--- config.mk ---
export PLATFORM = sky130hd
export DESIGN_NAME = alu_rr_sched
export DESIGN_NICKNAME = d
export VERILOG_FILES = /design/src/rtl/alu_pkg.sv /design/src/rtl/alu_16bit.sv /design/src/rtl/alu_rr_sched.sv
export SDC_FILE = /design/constraint.sdc
export NUM_CORES = 1
export LEC_CHECK = 0
export CORE_ASPECT_RATIO = 1.2
export CORE_MARGIN = 3
export CORE_UTILIZATION = 54
export CTS_BUF_LIST = sky130_fd_sc_hd__clkbuf_8 sky130_fd_sc_hd__clkbuf_16
export DETAILED_ROUTE_END_ITERATION = 7
export GPL_TIMING_DRIVEN = 0
export HOLD_SLACK_MARGIN = 0.1
export MAX_ROUTING_LAYER = met4
export PLACE_DENSITY = 0.86
export SLEW_MARGIN = 20
export SYNTH_ARGS = -nofsm -noshare
export SYNTH_HDL_FRONTEND = slang
export SYNTH_HIERARCHICAL = 1
export SYNTH_SLANG_ARGS = --single-unit
export TNS_END_PERCENT = 5
--- constraint.sdc ---
create_clock -name clk -period 4.15 [get_ports clk]
set_clock_uncertainty 0.1 [all_clocks]
set_input_delay 1.245 -clock clk [delete_from_list [all_inputs] [get_ports clk]]
set_output_delay 1.245 -clock clk [all_outputs]
set_load 0.1 [all_outputs]
--- src/rtl/alu_pkg.sv ---
// -----------------------------------------------------------------------------
// alu_pkg
// Shared definitions for the ALU scheduler slice:
//   - ALU_W      : width of the shared alu_16bit datapath
//   - state_t    : scheduler FSM encoding (2'd3 is unused and recovers to IDLE)
//   - S_*        : named ALU function selects
// No ports (package).
// -----------------------------------------------------------------------------
package alu_pkg;

  localparam int ALU_W = 16;

  typedef enum logic [1:0] {
    IDLE = 2'd0,
    EXEC = 2'd1,
    RESP = 2'd2
  } state_t;

  // Logic-mode selects (m = 1)
  localparam logic [3:0] S_XOR = 4'b0110;
  localparam logic [3:0] S_AND = 4'b1011;
  localparam logic [3:0] S_OR  = 4'b1110;
  localparam logic [3:0] S_PASSA = 4'b1111;

  // Arithmetic-mode selects (m = 0)
  localparam logic [3:0] S_ADD = 4'b1001;
  localparam logic [3:0] S_SUB = 4'b0110;

endpackage : alu_pkg

--- src/rtl/alu_16bit.sv ---
// -----------------------------------------------------------------------------
// alu_16bit
// 16-bit bit-sliced ALU with the classic '181 function set (active-high data).
// Ports:
//   a, b  in  16  operands
//   cin   in  1   carry in (active high, adds 1 in arithmetic mode)
//   m     in  1   1 = logic, 0 = arithmetic
//   s     in  4   function select
//   f     out 16  result
//   cout  out 1   carry out of the arithmetic sum (0 in logic mode)
// -----------------------------------------------------------------------------
module alu_16bit
  import alu_pkg::*;
(
  input  logic [ALU_W-1:0] a,
  input  logic [ALU_W-1:0] b,
  input  logic             cin,
  input  logic             m,
  input  logic [3:0]       s,
  output logic [ALU_W-1:0] f,
  output logic             cout
);

  logic [ALU_W-1:0] x_s;
  logic [ALU_W-1:0] y_s;
  logic [ALU_W:0]   sum_s;

  // Per-bit slice terms: every arithmetic function is x + y + cin, and the
  // logic function is the carry-free version ~(x ^ y) of the same terms.
  always_comb begin
    x_s   = a | (b & {ALU_W{s[0]}}) | (~b & {ALU_W{s[1]}});
    y_s   = (a & ~b & {ALU_W{s[2]}}) | (a & b & {ALU_W{s[3]}});
    sum_s = {1'b0, x_s} + {1'b0, y_s} + {{ALU_W{1'b0}}, cin};
    if (m) begin
      f    = ~(x_s ^ y_s);
      cout = 1'b0;
    end else begin
      f    = sum_s[ALU_W-1:0];
      cout = sum_s[ALU_W];
    end
  end

endmodule : alu_16bit

--- src/rtl/alu_rr_sched.sv ---
// -----------------------------------------------------------------------------
// alu_rr_sched
// Shares one alu_16bit between two requesters. Arbitrates (round-robin or
// fixed priority), latches the winner's operands, evaluates them in EXEC and
// returns the registered result plus requester ID on a valid/ready channel.
// Ports:
//   clk, rst                      clock, synchronous active-high reset
//   reqN_valid / reqN_ready       request handshake, N = 0,1
//   reqN_a, reqN_b                operands (WIDTH)
//   reqN_s, reqN_m, reqN_cin      select, mode, carry in
//   rsp_valid / rsp_ready         response handshake
//   rsp_id, rsp_f, rsp_cout       requester ID, ALU result, carry out
// -----------------------------------------------------------------------------
module alu_rr_sched
  import alu_pkg::*;
#(
  parameter int WIDTH = 16,
  parameter bit FAIR  = 1'b1
) (
  input  logic             clk,
  input  logic             rst,
  input  logic             req0_valid,
  output logic             req0_ready,
  input  logic [WIDTH-1:0] req0_a,
  input  logic [WIDTH-1:0] req0_b,
  input  logic [3:0]       req0_s,
  input  logic             req0_m,
  input  logic             req0_cin,
  input  logic             req1_valid,
  output logic             req1_ready,
  input  logic [WIDTH-1:0] req1_a,
  input  logic [WIDTH-1:0] req1_b,
  input  logic [3:0]       req1_s,
  input  logic             req1_m,
  input  logic             req1_cin,
  output logic             rsp_valid,
  input  logic             rsp_ready,
  output logic             rsp_id,
  output logic [WIDTH-1:0] rsp_f,
  output logic             rsp_cout
);

  if (WIDTH != ALU_W) begin : g_width_chk
    $error("alu_rr_sched: WIDTH must equal ALU_W (%0d)", ALU_W);
  end

  state_t           state_r;
  logic             last_grant_r;
  logic             id_r;
  logic [WIDTH-1:0] a_r;
  logic [WIDTH-1:0] b_r;
  logic [3:0]       s_r;
  logic             m_r;
  logic             cin_r;

  logic             grant_valid_s;
  logic             grant_id_s;
  logic [WIDTH-1:0] alu_f_s;
  logic             alu_cout_s;

  // Combinational grant; only IDLE can accept, so ready is forced low elsewhere.
  always_comb begin
    grant_valid_s = 1'b0;
    grant_id_s    = 1'b0;
    if (state_r == IDLE) begin
      if (req0_valid && req1_valid) begin
        grant_valid_s = 1'b1;
        // Round-robin hands the tie to whoever did not win last time.
        grant_id_s    = (FAIR != 1'b0) ? ~last_grant_r : 1'b0;
      end else if (req0_valid) begin
        grant_valid_s = 1'b1;
        grant_id_s    = 1'b0;
      end else if (req1_valid) begin
        grant_valid_s = 1'b1;
        grant_id_s    = 1'b1;
      end else begin
        grant_valid_s = 1'b0;
        grant_id_s    = 1'b0;
      end
    end else begin
      grant_valid_s = 1'b0;
      grant_id_s    = 1'b0;
    end
  end

  assign req0_ready = grant_valid_s & ~grant_id_s;
  assign req1_ready = grant_valid_s &  grant_id_s;

  // Scheduler FSM: operand latch, result capture and response handshake.
  always_ff @(posedge clk) begin
    if (rst) begin
      state_r      <= IDLE;
      last_grant_r <= 1'b1;
      id_r         <= 1'b0;
      a_r          <= {WIDTH{1'b0}};
      b_r          <= {WIDTH{1'b0}};
      s_r          <= 4'd0;
      m_r          <= 1'b0;
      cin_r        <= 1'b0;
      rsp_valid    <= 1'b0;
      rsp_id       <= 1'b0;
      rsp_f        <= {WIDTH{1'b0}};
      rsp_cout     <= 1'b0;
    end else begin
      case (state_r)
        IDLE: begin
          // A grant implies the matching valid, so a grant is a handshake.
          if (grant_valid_s) begin
            if (grant_id_s) begin
              a_r   <= req1_a;
              b_r   <= req1_b;
              s_r   <= req1_s;
              m_r   <= req1_m;
              cin_r <= req1_cin;
            end else begin
              a_r   <= req0_a;
              b_r   <= req0_b;
              s_r   <= req0_s;
              m_r   <= req0_m;
              cin_r <= req0_cin;
            end
            id_r         <= grant_id_s;
            last_grant_r <= grant_id_s;
            state_r      <= EXEC;
          end
        end
        EXEC: begin
          rsp_f     <= alu_f_s;
          rsp_cout  <= alu_cout_s;
          rsp_id    <= id_r;
          rsp_valid <= 1'b1;
          state_r   <= RESP;
        end
        RESP: begin
          if (rsp_ready) begin
            rsp_valid <= 1'b0;
            state_r   <= IDLE;
          end
        end
        default: begin
          rsp_valid <= 1'b0;
          state_r   <= IDLE;
        end
      endcase
    end
  end

  // The ALU only ever sees the latched operands, so req* activity outside
  // IDLE cannot disturb an in-flight evaluation.
  alu_16bit u_alu (
    .a    (a_r),
    .b    (b_r),
    .cin  (cin_r),
    .m    (m_r),
    .s    (s_r),
    .f    (alu_f_s),
    .cout (alu_cout_s)
  );

endmodule : alu_rr_sched

==> results of run 1 <==
## placed cells by master, fill, tap and decap left out, types with 3 or more instances in the layout
cell type / n
buf_6: 6
mux2i_1: 16
a21oi_1: 65
xnor2_1: 4
nor3_1: 8
nor2b_1: 34
nor4_1: 116
buf_2: 23
dfxtp_1: 61
or3_1: 3
clkbuf_1: 23
nand2_1: 46
a211o_1: 16
o211ai_1: 3
or2_2: 3
clkbuf_8: 12
nor4_2: 4
ha_1: 16
clkdlybuf4s50_1: 98
and3_1: 3
a211oi_1: 5
o21ai_0: 10
inv_1: 10
nand3_1: 4
nor2_1: 14
xor2_1: 6
## cells by family (layout without fill, tap and decap cells)
group / count (synthesis) / after routing / share of synthesized area
fa+ha+maj: 18 / 18 / 0.05677
xor+xnor: 10 / 10 / 0.02070
mux: 18 / 18 / 0.04317
flops: 61 / 61 / 0.2886
buf+inv: 62 / 178 / 0.07008
simple gates: 249 / 249 / 0.3392
compound gates: 121 / 121 / 0.1816
## state kept, by name (all words and copies together), names as in the netlist
name,count
a_r,16
b_r,16
cin_r,1
id_r,1
last_grant_r,1
m_r,1
rsp_cout,1
rsp_f,16
rsp_id,1
rsp_valid,1
s_r,4
state_r,2
## layout make-up
cell class | count | area, um^2 | share of cell area
flip-flops and latches | 61 | 1221 | 0.2193
clock inverters | 4 | 46.29 | 0.008315
plain buffers | 53 | 265.3 | 0.04764
well taps | 90 | 112.6 | 0.02022
repair buffers | 100 | 1003 | 0.1802
clock buffers | 12 | 165.2 | 0.02966
multi-input cells | 416 | 2720 | 0.4885
inverters | 9 | 33.78 | 0.006067
## metrics by stage
stage / hold slack [ns] / cells / setup TNS, ns
4_1_cts: 0.3545 / 745 / 0
3_5_place_dp: 0.3453 / 729 / -1.528
6_report: 0.3531 / 745 / 0
5_1_grt: 0.3718 / 745 / 0
2_1_floorplan: 0.3284 / 539 / 0
3_3_place_gp: 0.3417 / 729 / -1.479
## what timing repair did
item	in CTS	in global routing
hold buffers	0	0
gates resized for setup	11	6
endpoints found under the setup margin	2	2
cloned	0	0
## power breakdown
part	total (mW)	internal, mW	switching (mW)
Sequential	0.736	0.658	0.0779
Clock	0.573	0.324	0.249
Combinational	0.994	0.393	0.602
Total	2.30	1.37	0.929
## how the worst max path moves through the flow
stage / startpoint / slack (ns) / cells after the start / end
finish: req1_valid / 0.10 / 6 / req1_ready
global route: req0_valid / 0.01 / 6 / req0_ready
CTS: req0_valid / 0.001 / 6 / req0_ready
detailed placement: req1_valid / -0.81 / 6 / req1_ready
global placement: req1_valid / -0.79 / 6 / req1_ready
floorplan: req0_valid / 0.38 / 4 / req0_ready
## per-layer routing
metal	track usage	up-vias
met2	0.5745	302
met1	0.3669	2243
met4	0.1571	0
met3	0.06475	52
met5	-	-
li1	-	2271
## worst max-delay path, delay by kind of cell
| kind | cells | cell delay [ns] |
|---|---|---|
| compound gates | 1 | 0.25 |
| buf+inv | 4 | 1.11 |
| simple gates | 1 | 0.09 |
==> summary.txt, run 1 <==
Floorplanning
  • # IOs: between 100 and 150
  • Core footprint: between 0.007 and 0.008 mm^2
  • Die height: about 100 um
  • Chip width: 86.81 um
  • Die area: a little under 0.009 mm^2
  • Initial Util: 0.5684
  • Row count: 34

Timing
  • Fin crit share: 0.9747
  • Max Clock Freq: around 0.25 GHz
  • RSZ-0062 raised after global routing: no
  • Headroom to the max-slew limit: 0.3462
  • Min Tclk post-route: 4.045 ns
  • Final hold vios: 0
  • Max-slew violations: 0
  • Worst Setup Slack, final: 0.1049 ns
  • Worst-Margin Slew: approximately 0.98 ns
  • Final Setup Violations: 0

Power
  • Power Total: approximately 2.3 mW
  • Pwr dens: between 400 and 500 mW/mm^2
  • Leak Pwr: about 2.2 nW
  • Worst vdd ir: slightly above 0.0003 V

Setup path
  • CP Data Arrival Time: about 2.7 ns
  • CP Cell Sequence: clkdlybuf4s50_1, a21boi_2, clkbuf_4, nand2_1, inv_1, buf_6
  • Crit Reg-Reg Endpoint: rsp_cout
  • FF-to-FF path depth: 12
  • CP Class: in -> out
  • Crit path required time: ~2.8 ns
  • Reg2reg start: s_r[2]
  • Slowest stage delay, CP: about 0.53 ns
  • Crit-path max FO: 10
  • Slowest-stage cell, CP: clkdlybuf4s50_1
  • CP endpoint kind: output port
  • Element type at the critical path start: primary input
  • Register-to-Register Setup Slack: between 0.8 and 0.9 ns

Detailed routing
  • DRT Wirelength: between 10000 and 15000 um
  • Routed Antenna Nets: 0
  • Drt pass-1 iters: 5
  • Per-cell routed wire length: approximately 19 um
  • WL met1: about 5500 um
  • Top sig layer: met4
  • Met2 wire length: around 7200 um
  • Drt initial violations: 334
  • WL met3: ~1200 um
  • Vias/cell: between 6 and 7
  • DRC Markers: 0
  • Vias post-DR: slightly below 5k

Flow run
  • MaxCap Viol Count: 0

Clock network
  • Clk slew on worst S/H paths: approximately 0.06 ns
  • CTS tree: built
  • CTS buffer count: 9
  • Clk Latency, worst-skew pair: 0.35 ns
  • Max Root-Sink Buffers: 2
  • CTS Root Cell: clkbuf_8
  • Clock sink total: 61
  • CTS H-Tree Depth: 3
  • Setup bufs post-CTS: 0

GRT
  • Remaining global-route overflow: 0
  • Tot GR Track Use: 0.3330
  • Global-route wire length before repair: approximately 23000 um
  • Initial antenna violation count: 0
  • Largest net degree at the start of global routing: 11
  • Vias in the first global route: 4887

Synth
  • Cell area after synthesis: 0.004232 mm^2
  • Mapped Cells: around 540
  • Average size of a mapped cell: 7.851 um^2
  • Number of distinct library cells after synthesis: between 50 and 60
  • Yosys warns: 6
  • FF+latch count, synth: 61
  • Most frequent cell after synthesis: nor4_1
  • Syn_nets: about 640
  • Synth cell count leaders: nor4_1 (116), a21oi_1 (65), dfxtp_1 (61)
  • Post-synthesis sequential area ratio: 0.2886
  • Area leader, netlist: dfxtp_1
  • Ranking of synthesized cells by area: dfxtp_1 (29%), nor4_1 (17%), a21oi_1 (7.7%), nor2b_1 (5.0%), ha_1 (4.7%)
  • Synth async-reset ratio: 0
  • Main synth FF type: dfxtp_1
  • Post-synth EDFFs: 0
  • Yosys top cell area share: 0.2886

Worst hold path
  • Worst Hold Class: reg -> reg
  • Worst Hold Path Cells: 2
  • Hold Path Origin: rsp_f[15]
  • Sink of the worst hold path: rsp_f[15]

Placed design
  • DP Worst Slack: -0.8132 ns
  • HPWL after detailed placement: 10940 um
  • I/O Buffers: 100
  • GP Congestion: between 0.9 and 1
  • Dpl cell area: about 0.0053 mm^2

Cells and area
  • NumNets Final: 749
  • Ant diodes: 0
  • Fillers: roughly 590
  • Final design utilization: 0.7479
  • Final Cell Area: 0.005568 mm^2
  • Syn-to-layout area delta: 31.58%
  • Layout cell share with drive strength beyond 1: 0.1023

Outcome
  • Status: finished clean
(Power assumes the default switching activity.)
==> run 2: changes to the inputs <==
==> constraint.sdc (replaced) <==
create_clock -name clk -period 4.15 [get_ports clk]
set_clock_uncertainty 0.1 [all_clocks]
set_input_delay 1.245 -clock clk [delete_from_list [all_inputs] [get_ports clk]]
set_output_delay 1.245 -clock clk [all_outputs]
set_load 0.005 [all_outputs]
==> summary.txt, run 2 (synthesized netlist as in run 1, its figures left out) <==
Floorplanning
  • Die height: 103.0 um (unchanged)
  • Row count: 34 (unchanged)
  • Die area: 0.008939 mm^2 (unchanged)
  • # IOs: 102 (unchanged)
  • Chip width: 86.81 um (unchanged)
  • Initial Util: 0.5684 (unchanged)
  • Core footprint: 0.007445 mm^2 (unchanged)

Clock network
  • # hold bufs at CTS: 0 (unchanged)
  • Clk Latency, worst-skew pair: 0.35 ns (about the same)
  • Max Root-Sink Buffers: 2 (unchanged)
  • CTS Root Cell: clkbuf_8 (unchanged)
  • CTS H-Tree Depth: 3 (unchanged)
  • Clock sink total: 61 (unchanged)
  • CTS buffer count: 9 (unchanged)
  • CTS tree: built (unchanged)
  • Clk slew on worst S/H paths: 0.06 ns (about the same)

Detailed routing
  • Drt pass-1 iters: 5 (unchanged)
  • DRC Markers: 0 (unchanged)
  • Vias/cell: 6.566 (was 6.534)
  • Top sig layer: met4 (unchanged)
  • Per-cell routed wire length: 19.10 um (was 19.33 um)
  • WL met3: 1228 um (was 1189 um)
  • WL met1: 5543 um (was 5517 um)
  • Drt initial violations: 344 (was 334)
  • Routed Antenna Nets: 0 (unchanged)
  • Vias post-DR: 4892 (was 4868)
  • Met2 wire length: 7071 um (was 7205 um)
  • DRT Wirelength: 14230 um (was 14400 um)

Cells and area
  • Most frequent cells in the layout: nor4_1 (116), clkdlybuf4s50_1 (98), a21oi_1 (65) (unchanged)
  • Syn-to-layout area delta: 31.79% (was 31.58%)
  • Fillers: 595 (was 585)
  • Most common cell after layout, fill and taps aside: nor4_1 (unchanged)
  • Area of the multi-input gates: 0.002728 mm^2 (was 0.002720 mm^2)
  • Final design utilization: 0.7491 (was 0.7479)
  • Largest regs: a_r (16), b_r (16), rsp_f (16) (unchanged)
  • Storage element area: 0.001221 mm^2 (unchanged)
  • Ant diodes: 0 (unchanged)
  • Fin cells: 745 (unchanged)
  • Layout cell share with drive strength beyond 1: 0.09771 (was 0.1023)
  • NumNets Final: 749 (unchanged)

Placed design
  • HPWL after detailed placement: 10850 um (was 10940 um)
  • Cells after DPL: 729 (unchanged)
  • I/O Buffers: 100 (unchanged)
  • GP Congestion: 0.9393 (was 0.9202)

GRT
  • Largest net degree at the start of global routing: 13 (was 11)
  • Vias in the first global route: 4760 (was 4887)
  • Initial antenna violation count: 0 (unchanged)
  • Tot GR Track Use: 0.3334 (was 0.3330)
  • Global-route wire length before repair: 22830 um (was 22760 um)
  • Remaining global-route overflow: 0 (unchanged)

Setup path
  • Crit path required time: 2.80 ns (about the same)
  • CP Data Arrival Time: 2.66 ns (was 2.70 ns)
  • Register-to-Register Setup Slack: 0.91 ns (was 0.85 ns)
  • Slowest-stage cell, CP: clkdlybuf4s50_1 (unchanged)
  • Crit-path max FO: 12 (was 10)
  • CP Cell Sequence: dlygate4sd2_1, or2_4, nand2_1, nor2_1, clkdlybuf4s50_1 (was clkdlybuf4s50_1, a21boi_2, clkbuf_4, nand2_1, inv_1, buf_6)
  • Element type at the critical path start: primary input (unchanged)
  • Slowest stage delay, CP: 0.52 ns (was 0.53 ns)
  • CP endpoint kind: output port (unchanged)
  • CP Class: in -> out (unchanged)

Timing
  • Final hold vios: 0 (unchanged)
  • Fin crit share: 0.9648 (was 0.9747)
  • Max Clock Freq: 0.2497 GHz (was 0.2472 GHz)
  • Min Tclk post-route: 4.004 ns (was 4.045 ns)
  • Final Setup Violations: 0 (unchanged)
  • RSZ-0062 raised after global routing: no (unchanged)
  • Headroom to the max-slew limit: 0.5934 (was 0.3462)
  • Worst-Margin Slew: 0.6099 ns (was 0.9776 ns)
  • Max-slew violations: 0 (unchanged)

Flow run
  • MaxCap Viol Count: 0 (unchanged)

Outcome
  • Status: finished clean (unchanged)

Power
  • Pwr dens: 381.7 mW/mm^2 (was 413.6 mW/mm^2)
  • Leak Pwr: 2.174 nW (was 2.167 nW)
  • Power Total: 2.128 mW (was 2.303 mW)
  • Worst vdd ir: 0.0003724 V (was 0.0003086 V)

Worst hold path
  • Worst Hold Class: reg -> reg (unchanged)
run 2: power by group:
group	switching [mW]	internal (mW)	leakage (nW)
combinational	0.433	0.392	1.56
clock	0.244	0.323	0.110
sequential	0.0771	0.658	0.504
run 2: through the flow:
stage | TNS [ns] | instance area, um^2 | hold slack (ns) | worst slack (ns)
2_1_floorplan | 0 | 4232 | 0.3284 | 0.9472
3_3_place_gp | -0.2959 | 5345 | 0.3422 | -0.1688
3_5_place_dp | -0.3861 | 5345 | 0.3453 | -0.2332
4_1_cts | 0 | 5577 | 0.3545 | 0.1625
5_1_grt | 0 | 5577 | 0.3651 | 0.07744
6_report | 0 | 5577 | 0.3524 | 0.1459
run 2: routing by layer:
layer | global-route usage | vias up
met1 | 0.3807 | 2266
met4 | 0.1355 | 0
met3 | 0.06635 | 51
met5 | - | -
met2 | 0.5687 | 300
li1 | - | 2275
run 2: path summary, 6_finish.rpt:
| path | cells past startpoint | from | end |
|---|---|---|---|
| setup reg to reg | 12 | s_r[2] | rsp_cout |
| setup / recovery | 5 | req0_valid | req0_ready |
| hold reg to reg | 2 | rsp_f[14] | rsp_f[14] |
| hold / removal | 2 | rsp_f[14] | rsp_f[14] |
run 2: cell type report:
type,count,share of cell area
buffer,52,0.04734
clock buffer,12,0.02962
clock inverter,4,0.008302
inverter,9,0.006058
multi-input combinational,416,0.4891
sequential,61,0.2190
tap,90,0.02019
timing repair buffer,101,0.1804
run 2: timing repair:
action | 4_1_cts | 5_1_grt
gates resized for setup | 7 | 0
setup endpoints to repair | 2 | 0
setup buffers | 1 | 0
run 2: critical path: cells and delay by family:
family,cells,cell delay [ns]
and+or+nand+nor,3,0.55
buffers and inverters,2,0.87
==> run 3: changes to the inputs <==
--- a/config.mk
+++ b/config.mk
@@ -9,6 +9,7 @@
 export CORE_MARGIN = 3
 export CORE_UTILIZATION = 54
 export CTS_BUF_LIST = sky130_fd_sc_hd__clkbuf_8 sky130_fd_sc_hd__clkbuf_16
+export CTS_CLUSTER_SIZE = 12
 export DETAILED_ROUTE_END_ITERATION = 7
 export GPL_TIMING_DRIVEN = 0
 export HOLD_SLACK_MARGIN = 0.1
==> results of run 3 <==
The final DEF is identical to that of run 2; final timing and power are the same.
